[config.mk]
export PLATFORM = sky130hd
export DESIGN_NAME = game_over_sequencer_flat
export DESIGN_NICKNAME = d
export VERILOG_FILES = /design/src/rtl/game_pkg.sv /design/src/rtl/game_over_sequencer_if.sv /design/src/rtl/game_over_sequencer_frame_timer.sv /design/src/rtl/game_over_sequencer.sv /design/src/flat_wrapper.sv
export SDC_FILE = /design/constraint.sdc
export NUM_CORES = 1
export LEC_CHECK = 0
export BUFFER_PORTS_ARGS = -buffer_cell sky130_fd_sc_hd__buf_2
export CAP_MARGIN = 0
export CORE_ASPECT_RATIO = 0.5
export CORE_MARGIN = 4
export CORE_UTILIZATION = 60
export DETAILED_ROUTE_END_ITERATION = 8
export HOLD_SLACK_MARGIN = 0.1
export PLACE_DENSITY = 0.83
export SKIP_CTS_REPAIR_TIMING = 1
export SYNTH_ARGS = -nofsm -noshare
export SYNTH_HDL_FRONTEND = slang
export SYNTH_SLANG_ARGS = --single-unit
[constraint.sdc]
create_clock -name clk -period 4.6 [get_ports clk]
set_input_delay 0 -clock clk [delete_from_list [all_inputs] [get_ports clk]]
set_output_delay 0 -clock clk [all_outputs]
set_load 0.005 [all_outputs]
[src/rtl/game_pkg.sv]
// Shared encodings for the game-over animation and the top-level game FSM.
package game_pkg;

  typedef enum logic [2:0] {
    SEQ_OFF,
    SEQ_IDLE,
    SEQ_SPLIT,
    SEQ_FALL,
    SEQ_FADE,
    SEQ_HOLD
  } seq_state_t;

  localparam logic [1:0] PH_IDLE  = 2'd0;
  localparam logic [1:0] PH_SPLIT = 2'd1;
  localparam logic [1:0] PH_FALL  = 2'd2;
  localparam logic [1:0] PH_FADE  = 2'd3;

  localparam logic [3:0] GS_MENU   = 4'b0000;
  localparam logic [3:0] GS_PLAYER = 4'b0001;
  localparam logic [3:0] GS_ENEMY  = 4'b1000;
  localparam logic [3:0] GS_OVER   = 4'b1111;

  localparam int COLOR_W = 12;
  localparam logic [3:0] LVL_MAX = 4'd15;

  function automatic logic [COLOR_W-1:0] grey(
    input logic [3:0] l
  );
    return {l, l, l};
  endfunction

endpackage

[src/rtl/game_over_sequencer_if.sv]
// Trigger inputs and animation controls of the game-over sequencer.
interface game_over_sequencer_if;

  logic        frame_in;
  logic        start_in;
  logic        decide_in;
  logic        busy_out;
  logic [1:0]  phase_out;
  logic        divided_out;
  logic        fall_apart_valid_out;
  logic [11:0] font_color_out;
  logic        done_out;
  logic        restart_out;

  modport master (
    output frame_in,
    output start_in,
    output decide_in,
    input  busy_out,
    input  phase_out,
    input  divided_out,
    input  fall_apart_valid_out,
    input  font_color_out,
    input  done_out,
    input  restart_out
  );

  modport slave (
    input  frame_in,
    input  start_in,
    input  decide_in,
    output busy_out,
    output phase_out,
    output divided_out,
    output fall_apart_valid_out,
    output font_color_out,
    output done_out,
    output restart_out
  );

endinterface

[src/rtl/game_over_sequencer_frame_timer.sv]
// 8-bit frame tick counter; expire fires on the tick that reaches term.
module frame_timer (
  input  logic       clk,
  input  logic       rst,
  input  logic       clr,
  input  logic       tick,
  input  logic [7:0] term,
  output logic       expire
);

  logic [7:0] count;

  assign expire = tick && !clr && (count == term);

  always_ff @(posedge clk or negedge rst) begin
    if (!rst) begin
      count <= '0;
    end else if (clr) begin
      count <= '0;
    end else if (tick) begin
      count <= expire ? 8'd0 : count + 8'd1;
    end
  end

endmodule

[src/rtl/game_over_sequencer.sv]
// Game-over animation: heart idle, split, fall-apart, text fade, hold.
module game_over_sequencer
  import game_pkg::*;
#(
  parameter int IDLE_FRAMES  = 60,
  parameter int SPLIT_FRAMES = 120,
  parameter int FALL_FRAMES  = 120,
  parameter int FADE_DIV     = 8
) (
  input  logic                 clk,
  input  logic                 rst,
  game_over_sequencer_if.slave bus
);

  localparam logic [7:0] IDLE_TC  = 8'(IDLE_FRAMES - 1);
  localparam logic [7:0] SPLIT_TC = 8'(SPLIT_FRAMES - 1);
  localparam logic [7:0] FALL_TC  = 8'(FALL_FRAMES - 1);
  localparam logic [7:0] FADE_TC  = 8'(FADE_DIV - 1);

  seq_state_t state, next;

  logic [3:0] level, level_d;
  logic       decide_q, rise;

  logic       ph_clr, ph_tick, ph_exp;
  logic [7:0] ph_term;
  logic       fd_clr, fd_tick, fd_exp;

  logic               busy_q, busy_d;
  logic [1:0]         phase_q, phase_d;
  logic               div_q, div_d;
  logic               fall_q, fall_d;
  logic [COLOR_W-1:0] color_q, color_d;
  logic               done_q, done_d;
  logic               restart_q, restart_d;

  assign rise = bus.decide_in && !decide_q;

  assign ph_clr  = (state == SEQ_OFF);
  assign ph_tick = bus.frame_in &&
                   (state == SEQ_IDLE ||
                    state == SEQ_SPLIT ||
                    state == SEQ_FALL);
  assign fd_clr  = (state != SEQ_FADE);
  assign fd_tick = bus.frame_in && (state == SEQ_FADE);

  always_comb begin
    ph_term = FALL_TC;
    unique case (1'b1)
      (state == SEQ_IDLE):  ph_term = IDLE_TC;
      (state == SEQ_SPLIT): ph_term = SPLIT_TC;
      default:              ph_term = FALL_TC;
    endcase
  end

  frame_timer u_phase_timer (
    .clk    (clk),
    .rst    (rst),
    .clr    (ph_clr),
    .tick   (ph_tick),
    .term   (ph_term),
    .expire (ph_exp)
  );

  frame_timer u_fade_timer (
    .clk    (clk),
    .rst    (rst),
    .clr    (fd_clr),
    .tick   (fd_tick),
    .term   (FADE_TC),
    .expire (fd_exp)
  );

  always_ff @(posedge clk or negedge rst) begin
    if (!rst) begin
      state    <= SEQ_OFF;
      level    <= '0;
      decide_q <= 1'b0;
    end else begin
      state    <= next;
      level    <= level_d;
      decide_q <= bus.decide_in;
    end
  end

  always_comb begin
    next = state;
    unique case (state)
      SEQ_OFF:   if (bus.start_in) next = SEQ_IDLE;
      SEQ_IDLE:  if (ph_exp) next = SEQ_SPLIT;
      SEQ_SPLIT: if (ph_exp) next = SEQ_FALL;
      SEQ_FALL:  if (ph_exp) next = SEQ_FADE;
      SEQ_FADE:
        if (fd_exp && level == LVL_MAX - 4'd1)
          next = SEQ_HOLD;
      // Leave one cycle after the restart pulse.
      SEQ_HOLD:  if (restart_q) next = SEQ_OFF;
      default:   next = SEQ_OFF;
    endcase
  end

  always_comb begin
    level_d   = level;
    busy_d    = (next != SEQ_OFF);
    phase_d   = PH_IDLE;
    div_d     = 1'b0;
    fall_d    = 1'b0;
    done_d    = (state == SEQ_FADE) &&
                (next == SEQ_HOLD);
    restart_d = (state == SEQ_HOLD) &&
                !restart_q && rise;
    unique case (next)
      SEQ_SPLIT: begin
        phase_d = PH_SPLIT;
        div_d   = 1'b1;
      end
      SEQ_FALL: begin
        phase_d = PH_FALL;
        div_d   = 1'b1;
        fall_d  = 1'b1;
      end
      SEQ_FADE, SEQ_HOLD: begin
        phase_d = PH_FADE;
        div_d   = 1'b1;
        fall_d  = 1'b1;
      end
      default: begin
        phase_d = PH_IDLE;
      end
    endcase
    if (next == SEQ_OFF || next == SEQ_IDLE) begin
      level_d = '0;
    end else if (state == SEQ_FADE && fd_exp &&
                 level != LVL_MAX) begin
      level_d = level + 4'd1;
    end
    color_d = grey(level_d);
  end

  always_ff @(posedge clk or negedge rst) begin
    if (!rst) begin
      busy_q    <= 1'b0;
      phase_q   <= PH_IDLE;
      div_q     <= 1'b0;
      fall_q    <= 1'b0;
      color_q   <= '0;
      done_q    <= 1'b0;
      restart_q <= 1'b0;
    end else begin
      busy_q    <= busy_d;
      phase_q   <= phase_d;
      div_q     <= div_d;
      fall_q    <= fall_d;
      color_q   <= color_d;
      done_q    <= done_d;
      restart_q <= restart_d;
    end
  end

  assign bus.busy_out             = busy_q;
  assign bus.phase_out            = phase_q;
  assign bus.divided_out          = div_q;
  assign bus.fall_apart_valid_out = fall_q;
  assign bus.font_color_out       = color_q;
  assign bus.done_out             = done_q;
  assign bus.restart_out          = restart_q;

endmodule
[src/flat_wrapper.sv]
// flat-port wrapper written by rule: the top's interface ports become plain ports
module game_over_sequencer_flat import game_pkg::*;
#(
  parameter int IDLE_FRAMES  = 60,
  parameter int SPLIT_FRAMES = 120,
  parameter int FALL_FRAMES  = 120,
  parameter int FADE_DIV     = 8
)
  (clk, rst, bus_frame_in, bus_start_in, bus_decide_in, bus_busy_out, bus_phase_out, bus_divided_out, bus_fall_apart_valid_out, bus_font_color_out, bus_done_out, bus_restart_out);
  game_over_sequencer_if bus_i ();
  input  logic clk;
  input  logic rst;
  input wire logic [$bits(bus_i.frame_in)-1:0] bus_frame_in;
  input wire logic [$bits(bus_i.start_in)-1:0] bus_start_in;
  input wire logic [$bits(bus_i.decide_in)-1:0] bus_decide_in;
  output wire logic [$bits(bus_i.busy_out)-1:0] bus_busy_out;
  output wire logic [$bits(bus_i.phase_out)-1:0] bus_phase_out;
  output wire logic [$bits(bus_i.divided_out)-1:0] bus_divided_out;
  output wire logic [$bits(bus_i.fall_apart_valid_out)-1:0] bus_fall_apart_valid_out;
  output wire logic [$bits(bus_i.font_color_out)-1:0] bus_font_color_out;
  output wire logic [$bits(bus_i.done_out)-1:0] bus_done_out;
  output wire logic [$bits(bus_i.restart_out)-1:0] bus_restart_out;
  assign bus_i.frame_in = bus_frame_in;
  assign bus_i.start_in = bus_start_in;
  assign bus_i.decide_in = bus_decide_in;
  assign bus_busy_out = bus_i.busy_out;
  assign bus_phase_out = bus_i.phase_out;
  assign bus_divided_out = bus_i.divided_out;
  assign bus_fall_apart_valid_out = bus_i.fall_apart_valid_out;
  assign bus_font_color_out = bus_i.font_color_out;
  assign bus_done_out = bus_i.done_out;
  assign bus_restart_out = bus_i.restart_out;
  game_over_sequencer #(.IDLE_FRAMES(IDLE_FRAMES), .SPLIT_FRAMES(SPLIT_FRAMES), .FALL_FRAMES(FALL_FRAMES), .FADE_DIV(FADE_DIV)) u_core (.clk(clk), .rst(rst), .bus(bus_i));
endmodule
Yosys cells after proc, flatten, opt, wreduce, memory -nomap -nowiden
Cells that the tools add are included.
{ "op_classes": {"add_sub_neg": 3, "mux": 19, "n_reduce_logical": 28, "eq_ne": 15} }
{ "ops": {"columns": ["op", "n"], "rows": [
  ["2-to-1 mux 8 bit", 6],
  ["2-to-1 mux 3 bit", 6],
  ["one-hot mux 3 bit (6 select lines)", 1],
  ["adder 8 x 1 -> 8 bit (second input constant)", 2],
  ["logical AND 1 bit", 13],
  ["== test 3 x 2 -> 1 bit (second input constant)", 4],
  ["== test 3 bit (second input constant)", 4],
  ["== test 8 x 3 -> 1 bit (second input constant)", 1],
  ["== test 8 bit", 1],
  ["2-to-1 mux 4 bit", 2],
  ["2-to-1 mux 7 bit", 1],
  ["== test 3 x 1 -> 1 bit (second input constant)", 2],
  ["logical NOT 3 bit", 2],
  ["one-hot mux 2 bit (3 select lines)", 1],
  ["adder 4 x 1 -> 4 bit (second input constant)", 1],
  ["== test 4 bit (second input constant)", 1],
  ["logical NOT 1 bit", 4],
  ["!= test 4 bit (second input constant)", 1],
  ["nonzero test 2 bit", 2],
  ["OR reduction 4 bit", 1],
  ["logical OR 1 bit", 3],
  ["!= test 3 bit (second input constant)", 1],
  ["nonzero test 3 bit", 1],
  ["OR reduction 3 bit", 1],
  ["2 further kinds", 3]
]} }
{ "totals": {"output_inout_bits": 19, "register_bits": 43, "elab_cells": 77, "inputBits": 5} }

Logic depth before layout (Yosys ltp)
{ "depth": {"ltp_word": 11, "mapped_depth": 8, "ltp_nobuf": 7} }

By module
A second synthesis with hierarchy kept.
{ "unflattened": {"cells_unflattened": 196, "hier_area_um2": 1961.9} }
{ "modules_own_cells": {"columns": ["mod", "area_per_inst_um2", "seq_area_each_um2", "cells_per_inst", "instances"], "rows": [
  ["frame_timer", 563.0, 200.2, 57, 2],
  ["game_over_sequencer", 835.8, 375.4, 82, 1]
]} }

Worst setup path after synthesis
No wires, ideal clock.
{ "synth_timing": {"path_type": "register -> register", "from": "register u_core.state[1]", "to": "register u_core.phase_q[0], in the netlist u_core.bus.phase_out[0]", "synth_period_minus_slack_ns": 2.219, "setup_time_ns": 0.124, "required_time_ns": 4.476, "path_buffers": 1, "path_stages_with_launch": 9, "slack_ns": 2.381, "arrival_time_ns": 2.096, "cell_sequence": "dfrtp_1 -> buf_6 -> or3b_4 -> mux2i_4 -> nand4_2 -> xor2_1 -> or2_1 -> ha_1 -> o31a_1"} }
{ "synth_via": {"elab_chain_cells": 11, "word_cells_on_any_way": 33, "cone_classes": "eq/ne: 11; mux: 9; reduce/logical: 13"} }
{ "synth_lines": {"columns": ["item", "line_no", "rtl"], "rows": [
  ["start: declaration", "game_over_sequencer.sv:20", "seq_state_t state, next;"],
  ["start signal: assignment", "game_over_sequencer.sv:80", "state <= next;"],
  ["parallel branches: the longest is 7 deep, another holds == test 8 bit", null, null],
  ["one-hot mux 3 bit (6 select lines) *", "game_over_sequencer.sv:88", "unique case (state)"],
  ["== test 3 bit", "game_over_sequencer.sv:112", "unique case (next)"],
  ["OR reduction 2 bit", "game_over_sequencer.sv:112", null],
  ["one-hot mux 2 bit (3 select lines) *", "game_over_sequencer.sv:112", null],
  ["net u_core.phase_d[0]", "game_over_sequencer.sv:30", "logic [1:0] phase_q, phase_d;"],
  ["end signal: assignment", "game_over_sequencer.sv:151", "phase_q <= phase_d;"],
  ["end: declaration", "game_over_sequencer.sv:30", null]
]} }
Mark *: on every way through the listed nets, which the timed path passes.
A chain may end at the register's enable or synchronous reset.

Worst setup path after layout
{ "layout_timing": {"from": "register u_core.state[2]", "to": "register u_core.phase_q[0], in the netlist u_core.bus.phase_out[0]"} }
The elaborated chain is that of the path after synthesis.

==> flow_summary.json <==
{
  "status": "complete, no violations",
  "antenna_found_initial": 0,
  "synthTopCellsByArea": "dfrtp_1 (45%), ha_1 (4.5%), nor2_1 (4.5%), buf_4 (4.0%), nand3_1 (3.6%)",
  "multi_input_area_um2": 818,
  "top_layer": "met4",
  "cts_root_buf": "clkbuf_8",
  "max_slew.worst_pin.slew_ps": 626,
  "cts_buffers": 5,
  "grt_pass1_vias": 1188,
  "power.leakage_nw": 0.850,
  "clock_skew_ps": 6.10,
  "rsz0062_at_grt": "no",
  "area_growth_syn_to_layout_pct": 9.59,
  "overflow": 0,
  "die_x_um": 82.9,
  "crit_path_end_kind": "flip-flop",
  "gp_congestion": 0.787,
  "async_reset_ff_share_pct": 100,
  "syn-num-nets": 184,
  "synth-edff-count": 0,
  "yosysSeqAreaShare_pct": 44.6,
  "finalCritPeriodShare_pct": 54.1,
  "die_h_um": 45.5,
  "cap_violations": 0,
  "max_freq_ghz": 0.402,
  "worstPathRequired_ps": 4760,
  "setup_viol": 0,
  "track_usage_pct": 17.8,
  "slew_viol_final": 0,
  "io_buffers": 23,
  "dr.pass1.iters": 4,
  "row_count": 13,
  "antenna_cells": 0,
  "wl_met2_mm": 1.25,
  "seq_area_um2": 751,
  "synth.ff_latch_count": 30,
  "syn_avg_cell_area_um2": 9.73,
  "synth_cells": 173,
  "dp.final_hpwl_mm": 2.17,
  "coreArea_um2": 2640,
  "clockBufferDepth": 2,
  "ys_types": 43,
  "cts.clk_slew.worst_paths_ps": 60,
  "final_nets": 203,
  "postPlaceCellArea_um2": 1750,
  "finalHoldViolCount": 0,
  "drt-total-wl_mm": 2.90,
  "stdcell_area_um2": 1840,
  "viasPerCell": 5.44,
  "drtAntennaViolNets": 0,
  "cts_tree": "done",
  "hold_path.class": "in2reg",
  "arrival_ps": 2640,
  "slew_headroom_pct": 58.3,
  "min_period_ps": 2490,
  "yosysWarnings": 0,
  "path_class": "reg2reg",
  "stdcell_count": 229,
  "drt-initial-drc-count": 42,
  "io_pins": 24,
  "peakVddDrop_v": 0.000304,
  "drive_gt1_share_pct": 19.8,
  "power_density_nw_per_um2": 401,
  "fin_setup_tns_ps": 0,
  "crit_fanout": 17,
  "synth_flop_cell": "dfrtp_1",
  "wl_per_cell_um": 12.7,
  "die_area_um2": 3770,
  "grt_max_degree": 31,
  "start_util_pct": 63.9,
  "clkLatencyLatePin_ps": 270,
  "cts.sinks": 30,
  "htree_levels": 2,
  "wl_met3_um": 158,
  "synth_top_area_share_pct": 44.6,
  "dp.cells": 220,
  "fill_cells": 205,
  "drc": 0,
  "cp-start-kind": "flip-flop",
  "vias": 1246,
  "wirelength_met1_mm": 1.46,
  "synth_top_area_cell": "dfrtp_1",
  "grt_pass1_wl_mm": 5.23,
  "syn_area_um2": 1680
}
-- cell usage after synthesis (all sizes together) (3+ instances only) --
master,n
xnor2,4
a21oi,11
nand3,13
ha,6
nor2,20
nor3,3
xor2,4
dfrtp,30
nor2b,3
mux2i,3
nor3b,5
inv,4
o21ai,9
nand2,13
buf,12
a31oi,3
-- cell usage in the layout, fill, tap and decap left out, types with 3 or more instances in the layout --
cell type,count
xnor2_1,4
ha_1,6
nor2_1,20
dfrtp_1,30
nand2_1,13
nor3b_1,5
a21oi_1,11
o21ai_0,9
clkbuf_8,5
nand3_1,12
nor3_1,3
buf_2,23
inv_1,4
nor2b_1,3
xor2_1,4
a31oi_1,3
-- stage by stage --
step / setup WS [ps] / hold slack [ps] / utilization, % / total power, W
floorplan: 2380 / -296 / - / 0.000506
global placement: 2220 / 58.0 / 66.2 / 0.000541
detailed placement: 2120 / 62.5 / 66.2 / 0.000550
CTS: 2120 / -235 / 69.2 / 0.000745
global route: 2020 / 197 / 70.0 / 0.000796
finish: 2110 / 120 / 70.0 / 0.000739
-- power by group --
part / switching (W) / leakage (nW) / internal (W)
clock: 0.0000917 / 0.0438 / 0.000101
sequential: 0.0000501 / 0.403 / 0.000299
combinational: 0.000105 / 0.402 / 0.0000922
total: 0.000247 / 0.850 / 0.000492
-- layer usage --
layer | up-vias | global-route usage (%)
met5 | - | 0
met4 | 0 | 6.84
met3 | 5 | 6.50
met2 | 29 | 27.4
met1 | 569 | 23.4
li1 | 643 | -
-- critical path: stages (launching register included) --
cell     delay (ps)
dfrtp_1         540
or3b_4          490
mux2i_4         230
nand4_2         150
xor2_1          190
or2_1           260
ha_1            220
o31a_1          290
-- logic make-up after synthesis --
kind of cell,Yosys count,synth area share [%]
AO/OA/AOI/OAI,36,13.5
XOR/XNOR,8,4.16
adder cells (fa/ha/maj),6,4.46
buffers and inverters,17,6.76
flip-flops,30,44.6
multiplexers,3,2.53
AND/OR/NAND/NOR,73,23.9
-- state kept, by name, summed over array words and instances, names as in the netlist --
signal	flops
u_core.u_fade_timer.count	8
u_core.bus.fall_apart_valid_out	1
u_core.level	3
u_core.bus.done_out	1
u_core.bus.font_color_out	1
u_core.bus.divided_out	1
u_core.bus.restart_out	1
u_core.state	3
u_core.decide_q	1
u_core.u_phase_timer.count	8
u_core.bus.busy_out	1
u_core.bus.phase_out	1
-- layout make-up --
| class | instances | share of cell area (%) |
|---|---|---|
| Multi-Input combinational cell | 126 | 44.4 |
| Sequential cell | 30 | 40.7 |
| Timing Repair Buffer | 25 | 7.33 |
| Clock buffer | 5 | 3.73 |
| Tap cell | 37 | 2.51 |
| Inverter | 4 | 0.814 |
| Clock inverter | 2 | 0.543 |
-- final timing paths --
path / start / end / slack (ps) / cells past startpoint
min in group asynchronous: rst / u_core.u_phase_timer.count[4] / 280 / 2
max in group asynchronous: rst / u_core.u_phase_timer.count[0] / 3910 / 2
setup / recovery: u_core.state[2] / u_core.bus.phase_out[0] / 2110 / 7
hold reg to reg: u_core.bus.restart_out / u_core.bus.restart_out / 480 / 1
setup reg to reg: u_core.state[2] / u_core.bus.phase_out[0] / 2110 / 7
hold / removal: bus_start_in / u_core.bus.busy_out / 120 / 5
Power figures use the tool's default switching activity.
